### config.mk
export PLATFORM = sky130hd
export DESIGN_NAME = cla_add_arbiter_flat
export DESIGN_NICKNAME = d
export VERILOG_FILES = /design/src/rtl/cla_pkg.sv /design/src/rtl/cla_add_arbiter_if.sv /design/src/rtl/cla_32bit.sv /design/src/rtl/rr_arbiter.sv /design/src/rtl/cla_add_arbiter.sv /design/src/flat_wrapper.sv
export SDC_FILE = /design/constraint.sdc
export NUM_CORES = 1
export LEC_CHECK = 0
export CORE_MARGIN = 2
export CORE_UTILIZATION = 49
export DETAILED_ROUTE_END_ITERATION = 6
export GPL_ROUTABILITY_DRIVEN = 0
export HOLD_SLACK_MARGIN = 0.06
export MAX_ROUTING_LAYER = met4
export PLACE_DENSITY = 0.9
export SETUP_SLACK_MARGIN = 0.02
export SLEW_MARGIN = 10
export SYNTH_ARGS = -nofsm -noshare
export SYNTH_HDL_FRONTEND = slang
export SYNTH_SLANG_ARGS = --single-unit
### constraint.sdc
create_clock -name i_clk -period 5.89 [get_ports i_clk]
set_input_delay 0.8835 -clock i_clk [delete_from_list [all_inputs] [get_ports i_clk]]
set_output_delay 0.8835 -clock i_clk [all_outputs]
set_load 0.005 [all_outputs]
### src/rtl/cla_pkg.sv
// Shared types and widths for the CLA adder and its round-robin front-end.
package cla_pkg;
   localparam int OP_W            = 32;
   localparam int SUM_W           = 33;
   localparam int ADD_LAT_DEFAULT = 6;
   localparam int ID_W            = 3;   // covers up to 8 requesters

   typedef struct packed {
      logic            vld;
      logic [ID_W-1:0] id;
   } cla_tag_t;
endpackage

### src/rtl/cla_add_arbiter_if.sv
// Request/response bundle between requesters and the shared adder front-end.
interface cla_add_arbiter_if import cla_pkg::*; #(parameter int NREQ = 4);
   localparam int IDW = (NREQ > 1) ? $clog2(NREQ) : 1;

   logic [NREQ-1:0]           i_req_valid;
   logic [NREQ-1:0][OP_W-1:0] i_req_a;
   logic [NREQ-1:0][OP_W-1:0] i_req_b;
   logic [NREQ-1:0]           o_req_ready;
   logic                      o_rsp_valid;
   logic [IDW-1:0]            o_rsp_id;
   logic [SUM_W-1:0]          o_rsp_sum;
   logic                      o_busy;

   modport master (output i_req_valid, i_req_a, i_req_b,
                   input  o_req_ready, o_rsp_valid, o_rsp_id, o_rsp_sum, o_busy);
   modport slave  (input  i_req_valid, i_req_a, i_req_b,
                   output o_req_ready, o_rsp_valid, o_rsp_id, o_rsp_sum, o_busy);
endinterface

### src/rtl/cla_32bit.sv
// 32-bit carry-lookahead adder (4-bit groups) followed by a LAT-deep result pipeline.
module cla_32bit import cla_pkg::*; #(
   parameter int LAT = ADD_LAT_DEFAULT
) (
   input  logic             i_clk,
   input  logic [OP_W-1:0]  i_a,
   input  logic [OP_W-1:0]  i_b,
   output logic [SUM_W-1:0] o_out
);
   logic [OP_W-1:0]           g, p;
   logic [OP_W:0]             c;
   logic [7:0]                gg, gp;
   logic [SUM_W-1:0]          res;
   logic [LAT-1:0][SUM_W-1:0] pipe_q;

   always_comb begin
      g  = i_a & i_b;
      p  = i_a ^ i_b;
      gg = '0;
      gp = '0;
      c  = '0;
      for (int n = 0; n < 8; n++) begin
         gg[n] = g[4*n+3] | (p[4*n+3] & g[4*n+2]) | (p[4*n+3] & p[4*n+2] & g[4*n+1])
               | (p[4*n+3] & p[4*n+2] & p[4*n+1] & g[4*n]);
         gp[n] = &p[4*n +: 4];
      end
      // group carries first, then the carries inside each group
      for (int n = 0; n < 8; n++) c[4*(n+1)] = gg[n] | (gp[n] & c[4*n]);
      for (int n = 0; n < 8; n++)
         for (int j = 0; j < 3; j++) c[4*n+j+1] = g[4*n+j] | (p[4*n+j] & c[4*n+j]);
      res = {c[OP_W], p ^ c[OP_W-1:0]};
   end

   // datapath flops carry no reset; the tag pipeline decides what is valid
   always_ff @(posedge i_clk) begin
      pipe_q[0] <= res;
      for (int s = 1; s < LAT; s++) pipe_q[s] <= pipe_q[s-1];
   end

   assign o_out = pipe_q[LAT-1];
endmodule

### src/rtl/rr_arbiter.sv
// Round-robin one-hot arbiter; pointer advances only when i_adv is high.
module rr_arbiter #(
   parameter int NREQ = 4
) (
   input  logic            i_clk,
   input  logic            i_rst_n,
   input  logic [NREQ-1:0] i_req,
   input  logic            i_adv,
   output logic [NREQ-1:0] o_gnt
);
   localparam int IDW = (NREQ > 1) ? $clog2(NREQ) : 1;

   logic [IDW-1:0] last_q, last_d, idx, sel;
   logic           found;

   always_comb begin
      o_gnt  = '0;
      idx    = '0;
      sel    = '0;
      found  = 1'b0;
      for (int i = 1; i <= NREQ; i++) begin
         idx = IDW'((int'(last_q) + i) % NREQ);
         if (!found && i_req[idx]) begin
            o_gnt[idx] = 1'b1;
            sel        = idx;
            found      = 1'b1;
         end
      end
      last_d = (i_adv && found) ? sel : last_q;
   end

   always_ff @(posedge i_clk or negedge i_rst_n) begin
      if (!i_rst_n) last_q <= IDW'(NREQ - 1);
      else          last_q <= last_d;
   end
endmodule

### src/rtl/cla_add_arbiter.sv
// Shares one pipelined CLA adder among NREQ requesters with per-requester in-flight caps.
module cla_add_arbiter import cla_pkg::*; #(
   parameter int NREQ    = 4,
   parameter int ADD_LAT = ADD_LAT_DEFAULT,
   parameter int MAX_OUT = 4
) (
   input  logic               i_clk,
   input  logic               i_rst_n,
   cla_add_arbiter_if.slave   bus
);
   localparam int IDW = (NREQ > 1) ? $clog2(NREQ) : 1;

   logic [NREQ-1:0]            elig, gnt;
   logic [NREQ-1:0][3:0]       infl_q, infl_d;
   logic [OP_W-1:0]            sel_a, sel_b, op_a_q, op_b_q;
   logic [ID_W-1:0]            sel_id;
   cla_tag_t                   op_tag_q;
   cla_tag_t [ADD_LAT-1:0]     tag_q;
   logic [SUM_W-1:0]           add_out, rsp_sum_q;
   logic                       rsp_vld_q, tag_busy;
   logic [IDW-1:0]             rsp_id_q;

   // ready must read 0 while reset is held, even with valid asserted
   always_comb begin
      elig = '0;
      for (int k = 0; k < NREQ; k++)
         elig[k] = i_rst_n && bus.i_req_valid[k] && (infl_q[k] < 4'(MAX_OUT));
   end

   rr_arbiter #(.NREQ(NREQ)) u_arb (
      .i_clk   (i_clk),
      .i_rst_n (i_rst_n),
      .i_req   (elig),
      .i_adv   (|gnt),
      .o_gnt   (gnt)
   );

   always_comb begin
      sel_a  = '0;
      sel_b  = '0;
      sel_id = '0;
      for (int k = 0; k < NREQ; k++)
         if (gnt[k]) begin
            sel_a  = bus.i_req_a[k];
            sel_b  = bus.i_req_b[k];
            sel_id = ID_W'(k);
         end
   end

   always_comb begin
      infl_d = infl_q;
      for (int k = 0; k < NREQ; k++) begin
         if (gnt[k] && !(rsp_vld_q && rsp_id_q == IDW'(k)))
            infl_d[k] = infl_q[k] + 4'd1;
         else if (!gnt[k] && rsp_vld_q && rsp_id_q == IDW'(k) && infl_q[k] != 4'd0)
            infl_d[k] = infl_q[k] - 4'd1;
      end
   end

   // idle cycles load zeros so the adder does not toggle
   always_ff @(posedge i_clk or negedge i_rst_n) begin
      if (!i_rst_n) begin
         op_a_q   <= '0;
         op_b_q   <= '0;
         op_tag_q <= '0;
      end else begin
         op_a_q   <= sel_a;
         op_b_q   <= sel_b;
         op_tag_q <= '{vld: |gnt, id: sel_id};
      end
   end

   cla_32bit #(.LAT(ADD_LAT)) u_add (
      .i_clk (i_clk),
      .i_a   (op_a_q),
      .i_b   (op_b_q),
      .o_out (add_out)
   );

   always_ff @(posedge i_clk or negedge i_rst_n) begin
      if (!i_rst_n) begin
         tag_q     <= '0;
         rsp_vld_q <= 1'b0;
         rsp_id_q  <= '0;
         rsp_sum_q <= '0;
         infl_q    <= '0;
      end else begin
         tag_q[0] <= op_tag_q;
         for (int s = 1; s < ADD_LAT; s++) tag_q[s] <= tag_q[s-1];
         rsp_vld_q <= tag_q[ADD_LAT-1].vld;
         if (tag_q[ADD_LAT-1].vld) begin
            rsp_id_q  <= tag_q[ADD_LAT-1].id[IDW-1:0];
            rsp_sum_q <= add_out;
         end
         infl_q <= infl_d;
      end
   end

   always_comb begin
      tag_busy = 1'b0;
      for (int s = 0; s < ADD_LAT; s++) tag_busy = tag_busy | tag_q[s].vld;
   end

   assign bus.o_req_ready = gnt;
   assign bus.o_rsp_valid = rsp_vld_q;
   assign bus.o_rsp_id    = rsp_id_q;
   assign bus.o_rsp_sum   = rsp_sum_q;
   assign bus.o_busy      = op_tag_q.vld | tag_busy | rsp_vld_q;
endmodule

### src/flat_wrapper.sv
// flat-port wrapper written by rule: the top's interface ports become plain ports
module cla_add_arbiter_flat import cla_pkg::*;
#(
   parameter int NREQ    = 4,
   parameter int ADD_LAT = ADD_LAT_DEFAULT,
   parameter int MAX_OUT = 4
)
  (i_clk, i_rst_n, bus_i_req_valid, bus_i_req_a, bus_i_req_b, bus_o_req_ready, bus_o_rsp_valid, bus_o_rsp_id, bus_o_rsp_sum, bus_o_busy);
  cla_add_arbiter_if #(.NREQ(NREQ)) bus_i ();
  input  logic i_clk;
  input  logic i_rst_n;
  input wire logic [$bits(bus_i.i_req_valid)-1:0] bus_i_req_valid;
  input wire logic [$bits(bus_i.i_req_a)-1:0] bus_i_req_a;
  input wire logic [$bits(bus_i.i_req_b)-1:0] bus_i_req_b;
  output wire logic [$bits(bus_i.o_req_ready)-1:0] bus_o_req_ready;
  output wire logic [$bits(bus_i.o_rsp_valid)-1:0] bus_o_rsp_valid;
  output wire logic [$bits(bus_i.o_rsp_id)-1:0] bus_o_rsp_id;
  output wire logic [$bits(bus_i.o_rsp_sum)-1:0] bus_o_rsp_sum;
  output wire logic [$bits(bus_i.o_busy)-1:0] bus_o_busy;
  assign bus_i.i_req_valid = bus_i_req_valid;
  assign bus_i.i_req_a = bus_i_req_a;
  assign bus_i.i_req_b = bus_i_req_b;
  assign bus_o_req_ready = bus_i.o_req_ready;
  assign bus_o_rsp_valid = bus_i.o_rsp_valid;
  assign bus_o_rsp_id = bus_i.o_rsp_id;
  assign bus_o_rsp_sum = bus_i.o_rsp_sum;
  assign bus_o_busy = bus_i.o_busy;
  cla_add_arbiter #(.NREQ(NREQ), .ADD_LAT(ADD_LAT), .MAX_OUT(MAX_OUT)) u_core (.i_clk(i_clk), .i_rst_n(i_rst_n), .bus(bus_i));
endmodule
Yosys cells after proc, flatten, opt, wreduce, memory -nomap -nowiden --
Cells that the tools add are included.
Cells by class: eq/ne operators 3, muxes and demuxes 47, multipliers 0, $lt $le $gt $ge 12, shift-type cells 0, reduce and logical (&&, ||, !) cells 64, bitwise logic cells 137, divide/modulo/power cells 0, add/sub/neg operators 12
Operator list (count):
- $mux 32 | 8
- $and 1x1->1 | 70
- $xor 32x32->32 | 2
- $or 1x1->1 | 61
- $mux 4 | 12
- $logic_and 1x1->1 | 36
- $and 32x32->32 | 1
- $reduce_and 4->1 | 7
- $add 4x1->4 const B | 4
- $lt 4x3->1 const B | 4
- $reduce_bool 4->1 | 4
- $sub 4x1->4 const B | 4
- $mux 1 | 13
- $lt 2x3->1 const B | 4
- $mux 2 | 6
- $or 4x4->4 | 3
- $logic_not 1->1 | 11
- $bmux 1 s2 | 4
- $demux 1 s2 | 4
- $ge 2x1->1 const B | 4
- $reduce_bool 2->1 | 4
- $add 2x1->2 const B | 2
- $add 2x2->2 const B | 2
- $eq 2x2->1 const B | 2
- 3 further kinds | 3
Storage, ports and cells: RAM bits 0, flip-flop bits (word level) 337, latch bits 0, memory bits (read-only) 0, logic and storage cells 305, memories 0, input port bits 262, output and inout bits 41

Longest topological paths before layout --
word-level depth 24, mapped depth 19, depth with buffers taken out 15

Modules after synthesis --
A second synthesis with hierarchy kept.
Second synthesis, totals: cell total of the unflattened synthesis 924, area total of the unflattened synthesis 12180.4 um^2
By module, submodules not included:
- cla_add_arbiter | seq. area each 3428.3 um^2, times used 1, cells an instance 489, area an instance 6033.3 um^2
- cla_32bit | seq. area each 3963.8 um^2, times used 1, cells an instance 358, area an instance 5510.3 um^2
- rr_arbiter | seq. area each 52.6 um^2, times used 1, cells an instance 77, area an instance 636.9 um^2

Worst setup path after synthesis --
OpenSTA, ideal clock, no wires.
path kind reg2reg, from register u_core.u_arb.last_q[0], to register u_core.infl_q[11] (netlist name), arrival 4.178 ns, slack 1.633 ns, path buffers 3, setup time 0.079 ns, cell stages (with the launch flop) 18, clock period less this slack 4.257 ns, required time 5.811 ns, cell sequence dfstp_2 > buf_2 > inv_1 > ha_1 > mux4_2 > nor4_4 > and2_1 > nor2_2 > inv_2 > buf_2 > buf_2 > nand2_1 > ha_1 > a21o_1 > a21oi_1 > nor2_1 > mux2_1 > mux2i_1
On the way: word-level cells in the longest chain between the ends 18, elaborated cells between the ends (all ways) 55, those cells by class 4 x add/sub; 8 x order compare; 24 x mux; 3 x bitwise; 16 x reduce/logical
Ends and longest elaborated chain:
- start, declared | line rr_arbiter.sv:13 | logic [IDW-1:0] last_q, last_d, idx, sel;
- start signal, assigned | line rr_arbiter.sv:33 | if (!i_rst_n) last_q <= IDW'(NREQ - 1);
- start signal, assigned | line rr_arbiter.sv:34 | else last_q <= last_d;
- parallel branches: the longest is 12 deep, another holds $lt 2x3->1
- $mux 4 (*) | line rr_arbiter.sv:23 | if (!found && i_req[idx]) begin
- named net bus_o_req_ready[2] | line flat_wrapper.sv:15 | output wire logic [$bits(bus_i.o_req_ready)-1:0] bus_o_req_ready;
- $logic_not 1->1 | line cla_add_arbiter.sv:55 | else if (!gnt[k] && rsp_vld_q && rsp_id_q == IDW'(k) && infl_q[k] != 4'd0)
- $logic_and 1x1->1 (3 in a row) | line cla_add_arbiter.sv:55
- $reduce_bool 2->1 (no source line)
- end signal, assigned | line cla_add_arbiter.sv:95 | infl_q <= infl_d;
- end, declared | line cla_add_arbiter.sv:14 | logic [NREQ-1:0][3:0] infl_q, infl_d;
Mark *: on every way through the listed nets, which the timed path passes. The select of a mux whose other input is x is not followed. A chain may end at the register's enable or synchronous reset.

Worst setup path after layout --
from register u_core.u_arb.last_q[0], to output bus_o_req_ready[2]
On the way: word-level cells in the longest chain between the ends 13, elaborated cells between the ends (all ways) 48, those cells by class 4 x add/sub; 8 x order compare; 23 x mux; 3 x bitwise; 10 x reduce/logical
Ends and longest elaborated chain (line):
- parallel branches: the longest is 12 deep, another holds $lt 2x3->1
- $mux 4 (*) | rr_arbiter.sv:23
- end, declared | flat_wrapper.sv:15
Mark *: on every way between the ends. The select of a mux whose other input is x is not followed.

==> summary.txt <==
Die
  – Die width: 164 um
  – Initial Utilization: 0.499
  – Die Footprint: 26900 sq um
  – FP Rows: 58
  – Die span in y: 164 um
  – Core ar.: approximately 25000 sq um
  – Ports: 303

CTS
  – Cts hold-fix bufs: 0
  – CTS tree: yes
  – CTS buffer count: 31
  – Insertion delay to the later sink of the worst-skew pair: around 0.56 ns
  – CTS H-Tree Depth: 1
  – CTS resizes: 0
  – Clock root cell: clkbuf_16
  – Setup Fix Bufs, Post-CTS: 0
  – Clock Pin Slew Worst Setup and Hold Paths: 0.06 ns
  – Clock sinks: approximately 340
  – Max clock buf depth: 3

Global routing
  – Number of global-route vias before repair: 8869
  – First-pass GRT wire length: about 46000 um
  – Antenna violations before repair: 1
  – Total GRT Usage: 0.229
  – GRT overflow: 0
  – Largest net degree at the start of global routing: approximately 70

Synth
  – Mean Syn Cell Area: 13.0 sq um
  – Synth Warn #: 0
  – Synth area leader: dfxtp_1
  – Synth Instances: 963
  – Post-synthesis sequential area ratio: 0.594
  – Largest cells by area after synthesis: dfxtp_1 32%, dfrtp_1 27%, ha_1 4.7%
  – Mapped Area: 12500 sq um
  – Top_reg_cell synth: dfxtp_1
  – Async set-reset flop share out of synthesis: 0.412
  – Share of Yosys cell area claimed by the top area cell type: 0.316
  – Yosys cell types: 59
  – Number of synthesized flops with an enable pin: 0
  – Syn_nets: 1299
  – Synth Register Bits: about 340

Route
  – Total wire length: between 20000 and 30000 um
  – Vias per cell: 5.25
  – DR WL/cell: 18.4 um
  – Pre-Repair DR Iteration Count: 5
  – Residual DRC: 0
  – Vias: 8506
  – Iter 0 DRT Violations: 470
  – DRT antenna net count: 0

STA
  – Clock skew: around 0.0087 ns
  – Clock period minus worst slack: 5.14 ns
  – Final setup margin: roughly 0.75 ns
  – Setup TNS: 0 ns
  – Slew headroom: 0.336
  – Hold slack final: 0.247 ns
  – Actual slew at the worst max-slew pin: 0.992 ns
  – Slew Limit Fails: 0
  – Finish-stage setup viols: 0
  – RSZ-0062 raised after global routing: no
  – Crit share post-route: 0.873
  – Hold violation count in the final report: 0
  – Fmax: approximately 190 MHz

Status
  – Status: finished, final reports clean

Power
  – Leak: roughly 0.0076 uW
  – Worst VDD drop: 0.000331 V
  – Final Power: 9910 uW
  – Pwr dens: 583 nW/um^2

Place
  – Place WS: between 1 and 1.5 ns
  – Final HPWL DP: 21700 um
  – Port-buffer cells: 302

Setup path
  – Critical R2R Capture: u_core.infl_q[11]$_DFFE_PN0P_
  – Max Fanout on Critical Path: 19
  – CP endpoint kind: primary output
  – Startpoint types: flop
  – Critical path origin: u_core.u_arb.last_q[0]$_DFFE_PN1P_
  – Worst reg2reg path depth: 15
  – Crit path required time: 5.01 ns
  – FF-to-FF Start: u_core.u_arb.last_q[0]$_DFFE_PN1P_
  – Critical path arrival: 4.26 ns
  – Reg2reg setup slack: 1.36 ns
  – Worst setup path class: flop to primary output

Job
  – MaxCap Viol Count: 0

Layout
  – Nets: 1600
  – Share of post-route cells with drive strength above 1: 0.133
  – Syn-to-layout area delta: 35.7%
  – Filler instances: about 1800

Min path
  – Hold Path Class: input port to asynchronous set/reset pin
placed cells by master (no fill, tap or decap), types with 22 or more instances in the layout:
cell type,instances
mux2_2,43
clkdlybuf4s50_1,301
clkbuf_16,31
dfxtp_1,198
inv_1,83
ha_1,47
nor2_1,60
nor3_1,24
o22ai_2,40
dfrtp_1,136
a21oi_1,22
a221oi_1,44
fa_1,27
area by class of cell:
| type | instances | area, sq um | share of cell area |
|---|---|---|---|
| antenna | 1 | 2.50 | 0.000147 |
| multi-input combinational | 499 | 4560 | 0.268 |
| sequential | 337 | 7450 | 0.438 |
| tap | 330 | 413 | 0.0243 |
| clock buffer | 44 | 905 | 0.0532 |
| clock inverter | 14 | 241 | 0.0142 |
| inverter | 85 | 319 | 0.0188 |
| timing repair buffer | 310 | 3110 | 0.183 |
Yosys cell counts, types with 8 or more instances:
library cell and instances:
dfxtp_1 198, dfrtp_1 137, inv_1 83, nor2_1 60
ha_1 47, a221oi_1 44, mux2_2 43, o22ai_2 40
fa_1 27, nor3_1 24, clkbuf_1 23, a21oi_1 22
a221o_1 21, o22a_1 20, nand2_1 19, a21o_1 12
buf_2 11, o21ai_0 11, xor2_1 9, mux2i_1 8
xnor2_1 8
how the worst max path moves through the flow:
stage	to
final	bus_o_req_ready[2]
after global routing	bus_o_req_ready[2]
after CTS	bus_o_req_ready[2]
after detailed placement	bus_o_req_ready[2]
after global placement	bus_o_req_ready[2]
after floorplan	u_core.infl_q[11]$_DFFE_PN0P_
through the flow:
stage / utilization / instance area (sq um) / instances
after floorplan: - / 12500 / 963
after global placement: 0.631 / 15800 / 1561
after detailed placement: 0.631 / 15800 / 1561
after CTS: 0.677 / 17000 / 1619
after global routing: 0.677 / 17000 / 1620
final: 0.677 / 17000 / 1620
metal layers:
metal / routed length, um / track usage / vias to the layer above
met5: 0 / - / -
met4: 800 / 0.0670 / 0
met3: 1580 / 0.0361 / 54
met2: 15000 / 0.393 / 295
met1: 12400 / 0.282 / 4127
li1: - / - / 4030
logic make-up after synthesis:
family	synth area share
AOI/OAI and AO/OA	0.142
buffers and inverters	0.0419
DFF	0.594
muxes	0.0594
adders and majority gates	0.0901
and+or+nand+nor	0.0603
xor gates and xnor gates	0.0119
state kept, by name, indices dropped and copies added (netlist names), 3 cells and up:
signal and count:
u_core.op_tag_q 3, u_core.u_add.pipe_q 165, u_core.tag_q 18, u_core.infl_q 16, u_core.op_a_q 32, u_core.bus.o_rsp_sum 33
u_core.u_add.o_out 33, u_core.op_b_q 32
critical path, cell delays in order, from the launching register on:
cell and delay, ns:
dfstp_2 0.69, inv_1 0.22, ha_1 0.46, mux4_2 0.61, nor4_4 0.35, and2_1 0.27, nor2_2 0.12, inv_2 0.32
clkdlybuf4s50_1 0.64
where the power goes:
part / leakage [uW] / internal, uW / total (uW) / switching (uW)
registers: 0.00342 / 3440 / 4010 / 569
logic: 0.00359 / 1860 / 3730 / 1860
clock network: 0.000564 / 1340 / 2170 / 839
(Power assumes the default switching activity.)
